==> src/rtl/proc_conf_pkg.sv <==
// rtl/proc_conf_pkg.sv - shared field offsets, widths and FSM state codes for the PE config loader
package proc_conf_pkg;

    // Config word width and per-PE config word field offsets
    localparam int CONF_W       = 24;
    localparam int CF_ENABLE    = 23;
    localparam int CF_PSUM_IN   = 22;
    localparam int CF_PSUM_OUT  = 21;
    localparam int CF_INCACHE   = 20;
    localparam int CF_WLEN_MSB  = 19;
    localparam int CF_WLEN_LSB  = 16;
    localparam int CF_CLEN_MSB  = 15;
    localparam int CF_CLEN_LSB  = 8;
    localparam int CF_ID_MSB    = 7;
    localparam int CF_ID_LSB    = 0;

    // Header word field offsets; bits 22:16 are reserved and ignored
    localparam int HDR_BCAST    = 23;
    localparam int HDR_CNT_MSB  = 15;
    localparam int HDR_CNT_LSB  = 8;
    localparam int HDR_BASE_MSB = 7;
    localparam int HDR_BASE_LSB = 0;

    // Loader FSM state codes
    localparam logic [2:0] ST_IDLE  = 3'd0;
    localparam logic [2:0] ST_LOAD  = 3'd1;
    localparam logic [2:0] ST_BWORD = 3'd2;
    localparam logic [2:0] ST_BCAST = 3'd3;
    localparam logic [2:0] ST_DRAIN = 3'd4;
    localparam logic [2:0] ST_DONE  = 3'd5;

endpackage

==> src/rtl/proc_conf_loader.sv <==
// rtl/proc_conf_loader.sv - decodes a config word stream into the shared PE config bus plus one-hot strobes
module proc_conf_loader
    import proc_conf_pkg::*;
#(
    parameter int NUM_PE = 16
) (
    input  logic              clock,
    input  logic              reset_n,
    input  logic [CONF_W-1:0] cfg_data_i,
    input  logic              cfg_valid_i,
    output logic              cfg_ready_o,
    output logic [CONF_W-1:0] confdata_o,
    output logic [NUM_PE-1:0] confvalid_o,
    output logic              busy_o,
    output logic              done_o,
    output logic              err_o,
    input  logic              err_clr_i,
    input  logic              abort_i
);

    localparam int IDX_W = (NUM_PE > 1) ? $clog2(NUM_PE) : 1;
    // One extra bit so the index can step one past the last PE without wrapping
    localparam int IW = IDX_W + 1;
    localparam logic [8:0] NUM_PE_9 = 9'(NUM_PE);

    logic [2:0]        state_q, state_d;
    logic              ready_q, ready_d;
    logic [15:0]       word_q, word_d;
    logic [IW-1:0]     idx_q, idx_d;
    logic [8:0]        rem_q, rem_d;
    logic              err_q, err_d;
    logic [CONF_W-1:0] confdata_q, confdata_d;
    logic [NUM_PE-1:0] confvalid_q, confvalid_d;

    logic              accept;
    logic [7:0]        hdr_base;
    logic [8:0]        hdr_cnt;
    logic [8:0]        hdr_end;
    logic              hdr_bad;
    logic              disp_en;
    logic [15:0]       disp_hi;

    // Header decode: a zero count means every PE; the end index is checked in 9 bits
    always_comb begin
        hdr_base = cfg_data_i[HDR_BASE_MSB:HDR_BASE_LSB];
        hdr_cnt  = (cfg_data_i[HDR_CNT_MSB:HDR_CNT_LSB] == 8'd0) ? NUM_PE_9
                                                                 : {1'b0, cfg_data_i[HDR_CNT_MSB:HDR_CNT_LSB]};
        hdr_end  = {1'b0, hdr_base} + hdr_cnt;
        hdr_bad  = (hdr_end > NUM_PE_9);
    end

    // Next-state, dispatch and error logic; abort overrides any stream activity
    always_comb begin
        state_d     = state_q;
        word_d      = word_q;
        idx_d       = idx_q;
        rem_d       = rem_q;
        err_d       = err_q;
        confdata_d  = confdata_q;
        confvalid_d = '0;
        disp_en     = 1'b0;
        disp_hi     = word_q;
        accept      = cfg_valid_i & ready_q;

        if (err_clr_i) begin
            err_d = 1'b0;
        end

        case (state_q)
            ST_IDLE: begin
                if (accept) begin
                    idx_d = IW'(hdr_base);
                    if (hdr_bad) begin
                        // A bad broadcast still carries exactly one payload word
                        rem_d   = cfg_data_i[HDR_BCAST] ? 9'd1 : hdr_cnt;
                        err_d   = 1'b1;
                        state_d = ST_DRAIN;
                    end else begin
                        rem_d   = hdr_cnt;
                        state_d = cfg_data_i[HDR_BCAST] ? ST_BWORD : ST_LOAD;
                    end
                end
            end
            ST_LOAD: begin
                if (accept) begin
                    disp_en = 1'b1;
                    disp_hi = cfg_data_i[CONF_W-1:CF_CLEN_LSB];
                    idx_d   = idx_q + 1'b1;
                    rem_d   = rem_q - 9'd1;
                    if (rem_q == 9'd1) begin
                        state_d = ST_DONE;
                    end
                end
            end
            ST_BWORD: begin
                if (accept) begin
                    word_d  = cfg_data_i[CONF_W-1:CF_CLEN_LSB];
                    state_d = ST_BCAST;
                end
            end
            ST_BCAST: begin
                disp_en = 1'b1;
                idx_d   = idx_q + 1'b1;
                rem_d   = rem_q - 9'd1;
                if (rem_q == 9'd1) begin
                    state_d = ST_DONE;
                end
            end
            ST_DRAIN: begin
                if (accept) begin
                    rem_d = rem_q - 9'd1;
                    if (rem_q == 9'd1) begin
                        state_d = ST_DONE;
                    end
                end
            end
            ST_DONE: begin
                state_d = ST_IDLE;
            end
            default: begin
                state_d = ST_IDLE;
            end
        endcase

        // The id field always carries the target index, whatever the source word held
        if (disp_en) begin
            confdata_d[CONF_W-1:CF_CLEN_LSB]    = disp_hi;
            confdata_d[CF_ID_MSB:CF_ID_LSB]     = 8'(idx_q);
            for (int k = 0; k < NUM_PE; k++) begin
                confvalid_d[k] = (idx_q == IW'(k));
            end
        end

        if (abort_i) begin
            state_d     = ST_IDLE;
            confvalid_d = '0;
            err_d       = err_q & ~err_clr_i;
        end

        ready_d = (state_d == ST_IDLE) || (state_d == ST_LOAD) ||
                  (state_d == ST_BWORD) || (state_d == ST_DRAIN);
    end

    // State and output registers; ready is registered so it stays low while in reset
    always_ff @(posedge clock or negedge reset_n) begin
        if (!reset_n) begin
            state_q     <= ST_IDLE;
            ready_q     <= 1'b0;
            word_q      <= '0;
            idx_q       <= '0;
            rem_q       <= '0;
            err_q       <= 1'b0;
            confdata_q  <= '0;
            confvalid_q <= '0;
        end else begin
            state_q     <= state_d;
            ready_q     <= ready_d;
            word_q      <= word_d;
            idx_q       <= idx_d;
            rem_q       <= rem_d;
            err_q       <= err_d;
            confdata_q  <= confdata_d;
            confvalid_q <= confvalid_d;
        end
    end

    assign cfg_ready_o = ready_q;
    assign confdata_o  = confdata_q;
    assign confvalid_o = confvalid_q;
    assign busy_o      = (state_q != ST_IDLE);
    assign done_o      = (state_q == ST_DONE);
    assign err_o       = err_q;

endmodule

==> config.mk <==
export PLATFORM = sky130hd
export DESIGN_NAME = proc_conf_loader
export DESIGN_NICKNAME = d
export VERILOG_FILES = /design/src/rtl/proc_conf_pkg.sv /design/src/rtl/proc_conf_loader.sv
export SDC_FILE = /design/constraint.sdc
export NUM_CORES = 1
export LEC_CHECK = 0
export CORE_MARGIN = 2
export CORE_UTILIZATION = 45
export DETAILED_ROUTE_END_ITERATION = 10
export PLACE_DENSITY_LB_ADDON = 0.12
export SYNTH_ARGS = -nofsm -noshare
export SYNTH_HDL_FRONTEND = slang
export SYNTH_SLANG_ARGS = --single-unit
==> constraint.sdc <==
create_clock -name clock -period 5.8 [get_ports clock]
set_input_delay 1.16 -clock clock [delete_from_list [all_inputs] [get_ports clock]]
set_output_delay 1.16 -clock clock [all_outputs]
set_load 0.03 [all_outputs]
# --- Word-level counts from Yosys, hierarchy flattened ---
# Index checks and enable logic that the tools add are counted.
totals:
  in_bits: 29
  register_bits: 72
  out_inout_bits: 44
  wordCells: 83
classes:
  bitwise: 3
  addsub: 3
  n_reduce_logical: 13
  eq_ne: 27
  muxes: 28
  magnitude_cmp: 1
ops:
  columns: ["op", "count"]
  rows:
  - ["$mux W16", 4]
  - ["$eq A5 B4 Y1 const B", 8]
  - ["$pmux W9 S3", 1]
  - ["$mux W8", 3]
  - ["$eq A5 B3 Y1 const B", 4]
  - ["$mux W3", 6]
  - ["$mux W9", 2]
  - ["$pmux W5 S3", 1]
  - ["$pmux W3 S4", 1]
  - ["$eq A5 B2 Y1 const B", 2]
  - ["$mux W5", 2]
  - ["$add A8 B8 Y9", 1]
  - ["$eq A3 B2 Y1 const B", 3]
  - ["$eq A3 B3 Y1 const B", 3]
  - ["$eq A9 B1 Y1 const B", 1]
  - ["$gt A9 B5 Y1 const B", 1]
  - ["$reduce_bool A3 Y1", 3]
  - ["$sub A9 B1 Y9 const B", 1]
  - ["$logic_not A8 Y1", 1]
  - ["$eq A3 B1 Y1 const B", 2]
  - ["$logic_not A3 Y1", 2]
  - ["$mux W1", 6]
  - ["$reduce_and A3 Y1", 2]
  - ["$add A5 B1 Y5 const B", 1]
  - ["10 further kinds", 14]

# --- Logic depth before layout (Yosys ltp) ---
depth:
  depth_word: 12
  mapped_depth: 11
  ltp_nobuf: 10

# --- Least setup slack after synthesis ---
# OpenSTA, ideal clock, no wires.
synth_path:
  path_type: "input to register"
  start: "input port cfg_data_i[11]"
  end: "register state_q[2]"
  setup_slack_ns: 2.469
  t_arrival_ns: 3.202
  stages: 11
  n_path_buf: 1
  required_ns: 5.671
  setup_ns: 0.129
  cell_sequence: "nor4_1 > a21oi_1 > inv_1 > ha_1 > a21oi_1 > nand2_1 > or4_4 > a221oi_2 > and2_1 > buf_6 > o22ai_1"
synth_via:
  elab_chain_len: 8
synth_lines:
  columns: ["element", "line_no", "rtl"]
  rows:
  - ["start: declaration", "proc_conf_loader.sv:9", "input logic [CONF_W-1:0] cfg_data_i,"]
  - ["$logic_not A8 Y1", "proc_conf_loader.sv:46", "hdr_cnt = (cfg_data_i[HDR_CNT_MSB:HDR_CNT_LSB] == 8'd0) ? NUM_PE_9"]
  - ["$mux W8 (*)", "proc_conf_loader.sv:46", null]
  - ["$add A8 B8 Y9 (*)", "proc_conf_loader.sv:48", "hdr_end = {1'b0, hdr_base} + hdr_cnt;"]
  - ["$gt A9 B5 Y1 (*)", "proc_conf_loader.sv:49", "hdr_bad = (hdr_end > NUM_PE_9);"]
  - ["$mux W3 (*)", "proc_conf_loader.sv:73", "if (hdr_bad) begin"]
  - ["$mux W3 (*)", "proc_conf_loader.sv:71", "if (accept) begin"]
  - ["$pmux W3 S4 (*)", "proc_conf_loader.sv:69", "case (state_q)"]
  - ["$mux W3 (*)", "proc_conf_loader.sv:134", "if (abort_i) begin"]
  - ["net state_d[2]", "proc_conf_loader.sv:26", "logic [2:0] state_q, state_d;"]
  - ["end signal: assignment", "proc_conf_loader.sv:156", "state_q <= state_d;"]
  - ["end: declaration", "proc_conf_loader.sv:26", null]
# Mark *: on every way through the listed nets, which the timed path passes. The rest lies on a longest branch.
# A chain may end at the register's enable or synchronous reset.

# --- Worst setup path after layout ---
layout_path:
  start: "input port cfg_data_i[9]"
  end: "register err_q, in the netlist err_o"
layout_via:
  elab_chain_len: 8
layout_lines:
  columns: ["element", "line_no", "rtl"]
  rows:
  - ["$logic_not A8 Y1", "proc_conf_loader.sv:46", null]
  - ["$mux W8 (*)", "proc_conf_loader.sv:46", null]
  - ["$add A8 B8 Y9 (*)", "proc_conf_loader.sv:48", null]
  - ["$gt A9 B5 Y1 (*)", "proc_conf_loader.sv:49", null]
  - ["$mux W1 (*)", "proc_conf_loader.sv:73", null]
  - ["$mux W1 (*)", "proc_conf_loader.sv:71", null]
  - ["$mux W1 (*)", "proc_conf_loader.sv:69", null]
  - ["$mux W1 (*)", "proc_conf_loader.sv:134", null]
  - ["net err_d", "proc_conf_loader.sv:31", "logic err_q, err_d;"]
  - ["end signal: assignment", "proc_conf_loader.sv:161", "err_q <= err_d;"]
  - ["end: declaration", "proc_conf_loader.sv:31", null]
# Marks and branches as above.

==> results.sh <==
export IMPL_clkPwrFrac=0.260
export IMPL_fillers=750
export IMPL_max_freq_ghz=0.264
export IMPL_mostFrequentLayoutCells="dfrtp_1, clkdlybuf4s50_1, o21ai_0, a22oi_1, nor2_1"
export IMPL_grt_ovfl_total=0
export IMPL_ys_ff_latch=72
export IMPL_leakage_uw=0.00203
export IMPL_layout_commonest_cell="dfrtp_1"
export IMPL_ir_drop_v=0.000152
export IMPL_ant_nets=0
export IMPL_die_w_um=95.3
export IMPL_avgSynthCellArea_um2=9.78
export IMPL_fp_row_count=33
export IMPL_final_hold_viol_count=0
export IMPL_setup_violations=0
export IMPL_powerDensity_nw_per_um2=277
export IMPL_critPathCapture="err_o"
export IMPL_ys_warnings_count=0
export IMPL_placed_cell_area_um2=4490
export IMPL_post_cts_buffers=0
export IMPL_path_cells="clkdlybuf4s50_1 > nor3_1 > a21oi_1 > inv_1 > ha_1 > a21oi_1 > nand2_1 > or4_4 > a221oi_2 > and2_1 > o22ai_1"
export IMPL_async_flop_share=1.00
export IMPL_wl_per_cell_um=16.2
export IMPL_whs_path_depth=2
export IMPL_drt_pass1_iter_count=4
export IMPL_max_slew_margin=0.254
export IMPL_ys_flop_type="dfrtp_1"
export IMPL_layoutNonFillerInstCount=552
export IMPL_tightestPinTransition_ns=1.11
export IMPL_h_tree_depth=3
export IMPL_clk_latency_ns=0.34
export IMPL_synthDistinctLibCells=51
export IMPL_holdBufCountCts=0
export IMPL_grt_pass1_vias=2945
export IMPL_finalInstanceArea_um2=4650
export IMPL_cp_max_fo=7
export IMPL_routed_wl_um=8960
export IMPL_synthCells=384
export IMPL_drive_gt1_frac=0.0984
export IMPL_cp_slowest_cell="clkdlybuf4s50_1"
export IMPL_hp_class="register to register"
export IMPL_fin_crit_sh=0.653
export IMPL_yosysSeqAreaShare=0.480
export IMPL_p_sw_uw=432
export IMPL_p_comb_frac=0.261
export IMPL_diodes=0
export IMPL_synth_edf_count=0
export IMPL_switching_share=0.335
export IMPL_crit_required_ns=6.01
export IMPL_finalMaxSlewViolations=0
export IMPL_p_int_uw=857
export IMPL_vias=3066
export IMPL_crit_path_start_kind="primary input"
export IMPL_fin_util=0.572
export IMPL_cts_made_buffers=9
export IMPL_finalSetupTns_ns=0
export IMPL_grt_max_degree=73
export IMPL_cp_arrival_ns=4.00
export IMPL_start_util=0.462
export IMPL_die_h_um=95.3
export IMPL_antenna_found_initial=0
export IMPL_end_kind="register"
export IMPL_cts_tree="yes"
export IMPL_root_buffer="clkbuf_8"
export IMPL_outcome="finished clean"
export IMPL_gp_congestion=0.853
export IMPL_clock_sinks=72
export IMPL_portBuffers=69
export IMPL_dp_final_hpwl_um=6570
export IMPL_skew_ns=0.00868
export IMPL_grt_pass1_wl_um=14800
export IMPL_rsz0062_at_grt="false"
export IMPL_cts_max_path_buffers=2
export IMPL_syn_area_um2=3750
export IMPL_core_um2=8130
export IMPL_pre_cts_ws_ns=1.68
export IMPL_avgViaCountPerCell=5.55
export IMPL_cts_resized_gates=0
export IMPL_path_clk_slew_ns=0.07
export IMPL_cp_startpoint="cfg_data_i[9]"
export IMPL_r2r_setup_slack_ns=2.90
export IMPL_areaGrowthSynthToFinish_pct=23.9
export IMPL_r2r_start="state_q[1]"
export IMPL_nNetsFinal=487
export IMPL_critical_path_max_stage_delay_ns=0.60
export IMPL_io_pin_count=73
export IMPL_drt_iter0_drc=175
export IMPL_reg2reg_depth=6
export IMPL_maxCapViolCount=0
export IMPL_criticalPathCategory="primary input to register"
export IMPL_dp_cells=536
export IMPL_dieArea_um2=9090
export IMPL_r2r_end="rem_q[0]"
export IMPL_setup_ws_ns=2.01
export IMPL_grtUsageTotal=0.215
export IMPL_crit_top_cell="a21oi_1"
export IMPL_drcViolationCount=0
export IMPL_seq_power_share=0.480
export IMPL_finalWorstPathRequiredPeriod_ns=3.79
-- metrics by stage --
stage               power (uW)  hold WS (ns)
floorplan                  835         0.460
global placement           957         0.461
detailed placement         964         0.466
global route              1360         0.522
CTS                       1300         0.483
finish                    1290         0.482
-- cell families after synthesis --
kind of cell	count (synthesis)	share of synthesized area
simple gates	109	0.148
flops	72	0.480
mux	17	0.0506
xor+xnor	4	0.00933
compound gates	116	0.200
other cells	1	0.000999
buf+inv	49	0.0560
fa+ha+maj	16	0.0553
-- layer usage --
| metal | up-vias | track usage | routed length (um) |
|---|---|---|---|
| met5 | - | 0 | 0 |
| li1 | 1492 | - | - |
| met1 | 1492 | 0.308 | 4340 |
| met2 | 71 | 0.329 | 4100 |
| met3 | 11 | 0.0387 | 397 |
| met4 | 0 | 0.0725 | 126 |
-- worst max-delay path, delay by kind of cell --
kind                     cells  cell delay (ns)
AO/OA/AOI/OAI                4             0.83
adder cells (fa/ha/maj)      1             0.37
AND/OR/NAND/NOR              4             0.96
buffers and inverters        2             0.67
-- final cells by class --
class	instances	area, um^2	area share
tap	105	131	0.0282
timing repair buffer	73	716	0.154
clock buffer	10	128	0.0274
inverter	21	78.8	0.0169
multi-input combinational	265	1760	0.378
clock inverter	6	36.3	0.00780
sequential	72	1800	0.387
-- worst min path at each step --
stage | to | from
after floorplan | rem_q[3] | rem_q[3]
after global placement | confdata_o[3] | confdata_o[3]
after detailed placement | confdata_o[3] | confdata_o[3]
after CTS | confdata_o[3] | confdata_o[3]
after global routing | confdata_o[4] | confdata_o[4]
final | confdata_o[2] | confdata_o[2]
-- power groups by stage --
stage,logic [uW],clock network (uW),registers [uW]
after global placement,332,0,625
after CTS,337,346,618
after global routing,373,363,628
after detailed placement,336,0,628
final,336,334,618
after floorplan,185,0,649
-- synthesized netlist by cell type (all sizes together), types with 3 or more instances --
cell type	number	area share
dfrtp	72	0.48
o21ai	36	0.048
a22oi	33	0.066
nor2	31	0.031
nand2	26	0.026
inv	21	0.021
a21oi	19	0.027
clkbuf	19	0.019
mux2	16	0.048
ha	15	0.050
buf	9	0.016
nand3	9	0.012
nand2b	8	0.013
nor3	8	0.011
o31ai	7	0.014
nor4	6	0.012
and2	5	0.0087
o211ai	4	0.0080
xor2	4	0.0093
a21o	3	0.0063
and4b	3	0.0080
nor3b	3	0.0060
o22ai	3	0.0050
-- sequential cells by signal, indices dropped and copies added, names as in the netlist --
| signal | count |
|---|---|
| cfg_ready_o | 1 |
| confdata_o | 21 |
| confvalid_o | 16 |
| err_o | 1 |
| idx_q | 5 |
| rem_q | 9 |
| state_q | 3 |
| word_q | 16 |
(Power assumes the default switching activity.)
